## src/rtl/calc_pkg.sv

```systemverilog
// Shared types and constants for the calculator operand/result stage.
// Operand width is fixed here so every block agrees on it.
`timescale 1ns/1ps
package calc_pkg;

    localparam int WIDTH = 10;
    localparam logic [WIDTH-1:0] MAX_VAL = WIDTH'(2**WIDTH - 1);

    typedef enum logic [1:0] {
        OP_ADD = 2'd0,
        OP_SUB = 2'd1,
        OP_MUL = 2'd2,
        OP_DIV = 2'd3
    } op_t;

    typedef enum logic [1:0] {
        ENTER_A = 2'd0,
        ENTER_B = 2'd1,
        CALC    = 2'd2,
        RESULT  = 2'd3
    } state_t;

endpackage

```

## src/rtl/btn_debounce.sv

```systemverilog
// Push-button conditioner: 2-flop synchronizer, stability counter,
// debounced level and a single-cycle pulse on each accepted press.
`timescale 1ns/1ps
module btn_debounce #(
    parameter int unsigned CYCLES = 1_000_000
) (
    input  logic clk,
    input  logic rst,
    input  logic btn_i,
    output logic pulse_o
);

    localparam int CW = $clog2(CYCLES + 1);

    logic          sync1_q;
    logic          sync2_q;
    logic          level_q;
    logic          pulse_q;
    logic [CW-1:0] cnt_q;

    always_ff @(posedge clk) begin
        if (rst) begin
            sync1_q <= 1'b0;
            sync2_q <= 1'b0;
            level_q <= 1'b0;
            pulse_q <= 1'b0;
            cnt_q   <= '0;
        end else begin
            sync1_q <= btn_i;
            sync2_q <= sync1_q;
            pulse_q <= 1'b0;
            // Any sample matching the current level restarts the count.
            if (sync2_q != level_q) begin
                if (cnt_q == CW'(CYCLES - 1)) begin
                    level_q <= sync2_q;
                    pulse_q <= sync2_q;
                    cnt_q   <= '0;
                end else begin
                    cnt_q <= cnt_q + 1'b1;
                end
            end else begin
                cnt_q <= '0;
            end
        end
    end

    assign pulse_o = pulse_q;

endmodule

```

## src/rtl/calc_operand_fsm.sv

```systemverilog
// Operand entry and arithmetic FSM feeding the 4-digit display.
// Division is a restoring divider, one quotient bit per CALC cycle.
`timescale 1ns/1ps
module calc_operand_fsm
    import calc_pkg::*;
#(
    parameter int unsigned DEBOUNCE_CYCLES = 1_000_000
) (
    input  logic             clk,
    input  logic             rst,
    input  logic [WIDTH-1:0] sw,
    input  logic [1:0]       op,
    input  logic             btn_enter,
    input  logic             btn_clear,
    output logic [WIDTH-1:0] value,
    output logic             err,
    output logic             busy,
    output logic [1:0]       phase
);

    localparam int SW_ = $clog2(WIDTH);

    logic enter_pulse;
    logic clr_pulse;

    btn_debounce #(.CYCLES(DEBOUNCE_CYCLES)) u_enter (
        .clk     (clk),
        .rst     (rst),
        .btn_i   (btn_enter),
        .pulse_o (enter_pulse)
    );

    btn_debounce #(.CYCLES(DEBOUNCE_CYCLES)) u_clear (
        .clk     (clk),
        .rst     (rst),
        .btn_i   (btn_clear),
        .pulse_o (clr_pulse)
    );

    state_t           state_q, state_d;
    op_t              op_q, op_d;
    logic [WIDTH-1:0] a_q, a_d, b_q, b_d;
    logic [WIDTH-1:0] value_q, value_d;
    logic             err_q, err_d;
    logic [WIDTH-1:0] rem_q, rem_d, quo_q, quo_d;
    logic [SW_-1:0]   step_q, step_d;

    logic [WIDTH:0]     sum;
    logic [2*WIDTH-1:0] prod;
    logic [WIDTH:0]     shifted;
    logic [WIDTH-1:0]   trial;
    logic               fits;
    logic [WIDTH-1:0]   quo_next;

    always_comb begin
        state_d = state_q;
        op_d    = op_q;
        a_d     = a_q;
        b_d     = b_q;
        value_d = value_q;
        err_d   = err_q;
        rem_d   = rem_q;
        quo_d   = quo_q;
        step_d  = step_q;

        sum      = {1'b0, a_q} + {1'b0, b_q};
        prod     = {{WIDTH{1'b0}}, a_q} * {{WIDTH{1'b0}}, b_q};
        // Partial remainder never exceeds b, so the low bits of the
        // difference are exact whenever the trial subtraction fits.
        shifted  = {rem_q, quo_q[WIDTH-1]};
        fits     = shifted >= {1'b0, b_q};
        trial    = shifted[WIDTH-1:0] - b_q;
        quo_next = {quo_q[WIDTH-2:0], fits};

        if (clr_pulse) begin
            a_d     = '0;
            b_d     = '0;
            err_d   = 1'b0;
            value_d = sw;
            state_d = ENTER_A;
        end else begin
            unique case (state_q)
                ENTER_A: begin
                    value_d = sw;
                    if (enter_pulse) begin
                        a_d     = sw;
                        err_d   = 1'b0;
                        state_d = ENTER_B;
                    end
                end
                ENTER_B: begin
                    value_d = sw;
                    if (enter_pulse) begin
                        b_d     = sw;
                        op_d    = op_t'(op);
                        rem_d   = '0;
                        quo_d   = a_q;
                        step_d  = '0;
                        state_d = CALC;
                    end
                end
                CALC: begin
                    unique case (op_q)
                        OP_ADD: begin
                            err_d   = sum[WIDTH];
                            value_d = sum[WIDTH] ? MAX_VAL : sum[WIDTH-1:0];
                            state_d = RESULT;
                        end
                        OP_SUB: begin
                            err_d   = a_q < b_q;
                            value_d = (a_q < b_q) ? '0 : a_q - b_q;
                            state_d = RESULT;
                        end
                        OP_MUL: begin
                            err_d   = prod > {{WIDTH{1'b0}}, MAX_VAL};
                            value_d = err_d ? MAX_VAL : prod[WIDTH-1:0];
                            state_d = RESULT;
                        end
                        OP_DIV: begin
                            if (b_q == '0) begin
                                err_d   = 1'b1;
                                value_d = MAX_VAL;
                                state_d = RESULT;
                            end else begin
                                quo_d  = quo_next;
                                rem_d  = fits ? trial : shifted[WIDTH-1:0];
                                step_d = step_q + 1'b1;
                                if (step_q == SW_'(WIDTH - 1)) begin
                                    err_d   = 1'b0;
                                    value_d = quo_next;
                                    state_d = RESULT;
                                end
                            end
                        end
                    endcase
                end
                RESULT: begin
                    if (enter_pulse) begin
                        err_d = 1'b0;
                        if (err_q) begin
                            state_d = ENTER_A;
                        end else begin
                            a_d     = value_q;
                            state_d = ENTER_B;
                        end
                    end
                end
            endcase
        end
    end

    always_ff @(posedge clk) begin
        if (rst) begin
            state_q <= ENTER_A;
            op_q    <= OP_ADD;
            a_q     <= '0;
            b_q     <= '0;
            value_q <= '0;
            err_q   <= 1'b0;
            rem_q   <= '0;
            quo_q   <= '0;
            step_q  <= '0;
        end else begin
            state_q <= state_d;
            op_q    <= op_d;
            a_q     <= a_d;
            b_q     <= b_d;
            value_q <= value_d;
            err_q   <= err_d;
            rem_q   <= rem_d;
            quo_q   <= quo_d;
            step_q  <= step_d;
        end
    end

    assign value = value_q;
    assign err   = err_q;
    assign busy  = (state_q == CALC);
    assign phase = state_q;

endmodule

```

## config.mk

```make
export PLATFORM = sky130hd
export DESIGN_NAME = calc_operand_fsm
export DESIGN_NICKNAME = d
export VERILOG_FILES = /design/src/rtl/calc_pkg.sv /design/src/rtl/btn_debounce.sv /design/src/rtl/calc_operand_fsm.sv
export SDC_FILE = /design/constraint.sdc
export NUM_CORES = 1
export LEC_CHECK = 0
export ABC_AREA = 1
export CORE_MARGIN = 5
export CORE_UTILIZATION = 55
export DETAILED_ROUTE_END_ITERATION = 16
export PLACE_DENSITY = 0.72
export SETUP_SLACK_MARGIN = 0.1
export SLEW_MARGIN = 0
export SYNTH_ARGS = -nofsm -noshare
export SYNTH_HDL_FRONTEND = slang
export SYNTH_HIERARCHICAL = 1
export SYNTH_SLANG_ARGS = --single-unit
```

## constraint.sdc

```tcl
create_clock -name clk -period 16.55 [get_ports clk]
set_input_delay 1.655 -clock clk [delete_from_list [all_inputs] [get_ports clk]]
set_output_delay 1.655 -clock clk [all_outputs]
set_load 0.02 [all_outputs]
```

==> results.md, run 1 <==
- Status: finished clean
- CTS Hold Bufs: 0
- Hold crit path type: reg -> reg
- Die area: 22400 um2
- Clock Path Buffers: 2
- TritonCTS Buffers: 9
- DIE HEIGHT: ~150 um
- Setup TNS: 0 ns
- Seq cells post-synth: 107
- Area grow syn2layout: 6.80%
- Ratio of cells with drive above 1 in the final layout: 0.0703
- Critical path class: reg -> reg
- Core ar.: about 19000 um2
- Final core utilization: 0.592
- Tmin final: about 5.5 ns
- Number of synthesis warnings: 6
- # port buffers: 29
- Syn nets: 1741
- Placer Congestion: about 1.0
- H-tree levels: 3
- Grt total ovfl: 0
- Initial DRC count: between 800 and 900
- Area leader, netlist: dfxtp_1
- Top delay family on crit path: adder cells
- Die width: between 100 and 150 um
- Number of setup buffers added after CTS: 0
- Crit start category: register
- Vias/cell: roughly 5.4
- Post-synth top area share: 0.200
- Period utilization: 0.335
- GRT Overall Usage: 0.262
- Post-Route WL: 28800 um
- P per Cell Area: between 50 and 60 nW/um2
- Post-DP Area: approximately 11000 um2
- Yosys cell types: 53
- Largest net degree at the start of global routing: 32
- Buf/Inv on CP: 5
- Synthesized area: 10700 um2
- Clock latency on the worst-skew pair: between 0.3 and 0.4 ns
- Critical Path Max Stage Delay: ~0.75 ns
- Drc violations: 0
- Number of global-route vias before repair: 9429
- DRT antenna net count: 0
- Worst VDD drop: roughly 0.047 mV
- Most frequent cells in the layout: nand2_1, inv_1, nor2_1, a21oi_1, dfxtp_1
- Peak Freq: ~180 MHz
- Post-synthesis cell count: between 1500 and 2000
- Max-cap viol count: 0
- Worst-Margin Slew: 0.916 ns
- CP dominant cell by count: nand2_1
- Fillers: about 1900
- Num rows: between 50 and 60
- Final hold vios: 0
- CP endpoint kind: register
- Post-DP HPWL: between 20000 and 25000 um
- CP required: ~17 ns
- Data arrival, critical path: approximately 5.8 ns
- RSZ-0062 raised after global routing: no
- Most common cell after layout, fill and taps aside: nand2_1
- Area contributors post-synth: dfxtp_1, nand2_1, fa_1
- CTS root buffer: clkbuf_16
- Slew margin rel.: 0.387
- Post-route cell area: around 11000 um2
- CTS tree: built
- Crit-path slowest cell: dfxtp_1
- Initial core utilization: 0.554
- TritonRoute pass-1 iters: 6
- Sink Count: roughly 110
- CP Max Fanout: 15
- Via count: 9946
- # diodes: 0
- Post_cts resized: 0
- First-pass GRT wire length: 47000 um
- DR WL/cell: between 15 and 20 um
- Nets: 1735
- Setup-failing EPs final: 0
- Final Slew Violations: 0
- Leak Pwr: between 5 and 6 nW
- Sequential area share after synthesis: 0.200
- IO Pins: 30
- CTS clk-pin slew, worst paths: 0.07 ns
- Mean Syn Cell Area: slightly below 7 um2
- Setup Skew: roughly 0.012 ns
- Total power: between 0.0006 and 0.0007 W
- Initial antenna violation count: 0
==> area by class of cell <==
| class | instances | area (um2) | area share |
|---|---|---|---|
| tap | 265 | 332 | 0.0290 |
| multi-input combinational | 1129 | 7290 | 0.637 |
| clock inverter | 5 | 67.6 | 0.00590 |
| clock buffer | 11 | 253 | 0.0221 |
| sequential | 107 | 2140 | 0.187 |
| timing repair buffer | 32 | 313 | 0.0273 |
| inverter | 281 | 1050 | 0.0921 |
==> per-stage QoR <==
step                hold WS (ns)  setup slack (ns)  cells
floorplan                  0.388             11.33   1566
global placement           0.436             11.07   1814
detailed placement         0.443             10.98   1814
CTS                        0.460             10.98   1830
global route               0.474             10.50   1830
finish                     0.459             11.00   1830
==> logic make-up (layout without fill, tap and decap cells) <==
family	Yosys count	after routing	share of synthesized area
and+or+nand+nor	706	706	0.298
buffers and inverters	330	329	0.120
AOI/OAI and AO/OA	221	221	0.116
adders and majority gates	159	159	0.231
DFF	107	107	0.200
xor gates and xnor gates	43	43	0.0351
==> registers in the layout, summed over array words and instances, names as in the netlist, 2 cells and up <==
| signal | cells |
|---|---|
| rem_q | 10 |
| u_enter/cnt_q | 20 |
| phase | 2 |
| b_q | 10 |
| value | 10 |
| quo_q | 10 |
| a_q | 10 |
| op_q | 2 |
| step_q | 4 |
| u_clear/cnt_q | 20 |
==> worst paths after layout <==
check | from | endpoint | slack (ns) | cells past startpoint
worst max-delay path | a_q[1]$_SDFFE_PP0P_ | value[6]$_SDFFE_PP0P_ | 11.00 | 26
worst min-delay path | u_clear/cnt_q[0]$_SDFF_PP0_ | u_clear/cnt_q[0]$_SDFF_PP0_ | 0.46 | 1
worst max register to register | a_q[1]$_SDFFE_PP0P_ | value[6]$_SDFFE_PP0P_ | 11.00 | 26
worst min register to register | u_clear/cnt_q[0]$_SDFF_PP0_ | u_clear/cnt_q[0]$_SDFF_PP0_ | 0.46 | 1
==> routing by layer <==
layer / track usage / share of wire / vias up
li1: - / - / 4909
met1: 0.355 / 0.44 / 4607
met2: 0.423 / 0.45 / 371
met3: 0.0575 / 0.082 / 59
met4: 0.0755 / 0.028 / 0
met5: 0 / 0 / -
==> synthesized netlist by cell type, drive strengths merged <==
cell	n
o31ai	2
buf	22
a31oi	19
nor3	9
a211oi	10
o211ai	5
xnor2	15
a32o	1
xor2	28
inv	278
clkbuf	27
a21o	3
a221oi	1
dfxtp	107
o22ai	1
nand3b	5
o21bai	8
nor4	9
a22oi	1
nand4	20
ha	94
fa	65
o221ai	2
nand3	94
nand2	406
a21oi	110
o21a	1
a311oi	2
nor2	154
and2	2
clkinv	3
o21ai	55
or2	7
==> where the power goes <==
group / leakage, nW / switching (W) / internal, W
Sequential: 0.866 / 0.00000950 / 0.000266
Combinational: 4.68 / 0.0000706 / 0.0000331
Clock: 0.158 / 0.000103 / 0.000128
No activity file was read; power rests on OpenSTA's default activity.
==> run 2: changes to the inputs <==
--- a/config.mk
+++ b/config.mk
@@ -9,7 +9,7 @@
 export CORE_MARGIN = 5
 export CORE_UTILIZATION = 55
 export DETAILED_ROUTE_END_ITERATION = 16
-export PLACE_DENSITY = 0.72
+export PLACE_DENSITY = 0.75
 export SETUP_SLACK_MARGIN = 0.1
 export SLEW_MARGIN = 0
 export SYNTH_ARGS = -nofsm -noshare
==> constraint.sdc (replaced) <==
create_clock -name clk -period 5 [get_ports clk]
set_input_delay 0.5 -clock clk [delete_from_list [all_inputs] [get_ports clk]]
set_output_delay 0.5 -clock clk [all_outputs]
set_load 0.02 [all_outputs]
==> run 2 against run 1 <==
  * Sequential power increased to 3.3 times the previous value
  * Fmax increased by 13%
  * Sequential cell count unchanged
  * Critical path depth increased by 1
  * Cell count increased by 3.1%
  * Hold slack got worse by 0.058 ns
  * Critical endpoint is now value[5]$_SDFFE_PP0P_
  * Total power increased to 3.2 times the previous value
==> results.md, run 2 (same netlist as run 1, synthesis figures left out) <==
- Vias/cell: 5.45
- Period utilization: 0.985
- Placer Congestion: 0.969
- CTS Hold Bufs: 0
- # port buffers: 29
- DIE HEIGHT: approximately 150 um
- Grt total ovfl: 0
- CP Max Fanout: 7
- Placed insts: between 1500 and 2000
- Fillers: 1736
- RSZ-0062 raised after global routing: yes
- Post-Layout Cell Count: 1887
- Post-Route WL: approximately 30000 um
- Dpl ws: -0.0997 ns
- CTS root buffer: clkbuf_16
- H-tree levels: 3
- GRT Overall Usage: 0.275
- Crit start category: register
- DRT antenna net count: 0
- Area grow syn2layout: 14.6%
- Post-DP HPWL: 23700 um
- Num rows: just over 50
- Leak Pwr: around 6 nW
- Multi-input gate area: 7650 um2
- Hold crit path type: reg -> reg
- Ratio of cells with drive above 1 in the final layout: 0.149
- CP endpoint kind: register
- CTS clk-pin slew, worst paths: ~0.080 ns
- Nets: approximately 1800
- Setup Skew: roughly 0.007 ns
- Setup TNS: 0 ns
- Storage element area: approximately 2200 um2
- Initial core utilization: 0.554
- Total power: roughly 0.0020 W
- Status: finished clean
- Via count: between 10000 and 15000
- Clock Path Buffers: 2
- CP required: between 5 and 6 ns
- Clock latency on the worst-skew pair: approximately 0.37 ns
- TritonRoute pass-1 iters: 8
- Most frequent cells in the layout: nand2_1, inv_1, nor2_1, a21oi_1, dfxtp_1
- Final Slew Violations: 0
- First-pass GRT wire length: 49400 um
- Die width: 150 um
- Largest net degree at the start of global routing: 31
- CTS tree: built
- Initial antenna violation count: 1
- Max-cap viol count: 0
- Hold Crit Start: u_clear/sync1_q$_SDFF_PP0_
- Drc violations: 0
- Crit. Startpoint: a_q[3]$_SDFFE_PP0P_
- IO Pins: 30
- Top flop regs: u_clear/cnt_q x20, u_enter/cnt_q x20
- Number of global-route vias before repair: 9963
- Final hold vios: 0
- Data arrival, critical path: slightly above 5 ns
- Core ar.: about 19000 um2
- Slew margin rel.: 0.304
- # diodes: 0
- Tmin final: 4.92 ns
- Initial DRC count: 755
- Worst VDD drop: 0.149 mV
- Most common cell after layout, fill and taps aside: nand2_1
- Setup-failing EPs final: 0
- Worst-Margin Slew: about 1.0 ns
- Peak Freq: slightly above 200 MHz
- TritonCTS Buffers: 9
- P per Cell Area: 161 nW/um2
- DR WL/cell: between 15 and 20 um
- Die area: between 20000 and 25000 um2
- Critical path class: reg -> reg
- Sink Count: between 100 and 150
- Reg2Reg Launch Point: a_q[3]$_SDFFE_PP0P_
- Setup ws final: between 0.07 and 0.08 ns
-- run 2: changes by cell type in the layout (fill, tap and decap cells not counted), moves of 5 or more --
| cell | before | now |
|---|---|---|
| nand2_2 | 13 | 30 |
| dfxtp_1 | 107 | 91 |
| nand3_2 | 10 | 15 |
| dfxtp_2 | 0 | 6 |
| buf_4 | 3 | 56 |
| nand2_1 | 388 | 369 |
| ha_1 | 94 | 73 |
| ha_4 | 0 | 19 |
| nand3_1 | 83 | 78 |
| dfxtp_4 | 0 | 10 |
-- run 2: worst paths after layout --
path,to,slack (ns),depth (start not counted)
worst min-delay path,u_clear/sync2_q$_SDFF_PP0_,0.40,2
worst min register to register,u_clear/sync2_q$_SDFF_PP0_,0.40,2
worst max register to register,value[5]$_SDFFE_PP0P_,0.08,27
worst max-delay path,value[5]$_SDFFE_PP0P_,0.08,27
-- run 2: area by class of cell --
type / count / share of cell area
clock inverters: 7 / 0.00632
repair buffers: 89 / 0.0615
inverters: 281 / 0.0859
multi-input cells: 1129 / 0.623
clock buffers: 9 / 0.0183
well taps: 265 / 0.0270
flip-flops and latches: 107 / 0.178
-- run 2: worst max-delay path: stages (launching register included) --
cell	delay [ns]
dfxtp_4	0.38
buf_4	0.15
buf_4	0.14
nand2_1	0.06
inv_1	0.06
fa_2	0.57
fa_1	0.44
fa_2	0.58
fa_1	0.45
ha_4	0.30
ha_4	0.22
nand2_1	0.12
inv_1	0.07
nand2_1	0.08
inv_2	0.04
and2_1	0.16
nand2_2	0.09
nand2_1	0.05
nand2_1	0.06
nand2_1	0.06
inv_1	0.07
nand2_2	0.06
nor2_4	0.20
nand2_4	0.09
nand2_8	0.11
nand3_2	0.07
nand2_2	0.07
a21oi_1	0.06
-- run 2: stage by stage --
step	hold slack, ns	util	instance area, um2
final	0.402	0.635	12300
after detailed placement	0.392	0.597	11500
after CTS	0.403	0.624	12100
after global routing	0.432	0.635	12300
after global placement	0.391	0.597	11500
after floorplan	0.388	-	10800
-- run 2: timing repair --
action	in CTS	in global routing
setup buffers	3	1
setup endpoints to repair	11	11
resized for setup	38	51
pin swaps	29	26
-- run 2: power by group --
group          internal [W]  total (W)  leakage [nW]  switching, W
Combinational      0.000110   0.000334          4.99      0.000225
Sequential         0.000875   0.000907         0.877     0.0000321
Clock              0.000358   0.000735         0.144      0.000377
Total               0.00134    0.00198          6.02      0.000634
-- run 2: per-layer routing --
layer	vias up	wire length, um	part of all wire	GRT usage
li1	5034	-	-	-
met1	4821	12800	0.42	0.350
met2	348	14500	0.48	0.465
met3	85	2090	0.068	0.0536
met4	2	1080	0.035	0.0970
met5	-	13	0.00043	0
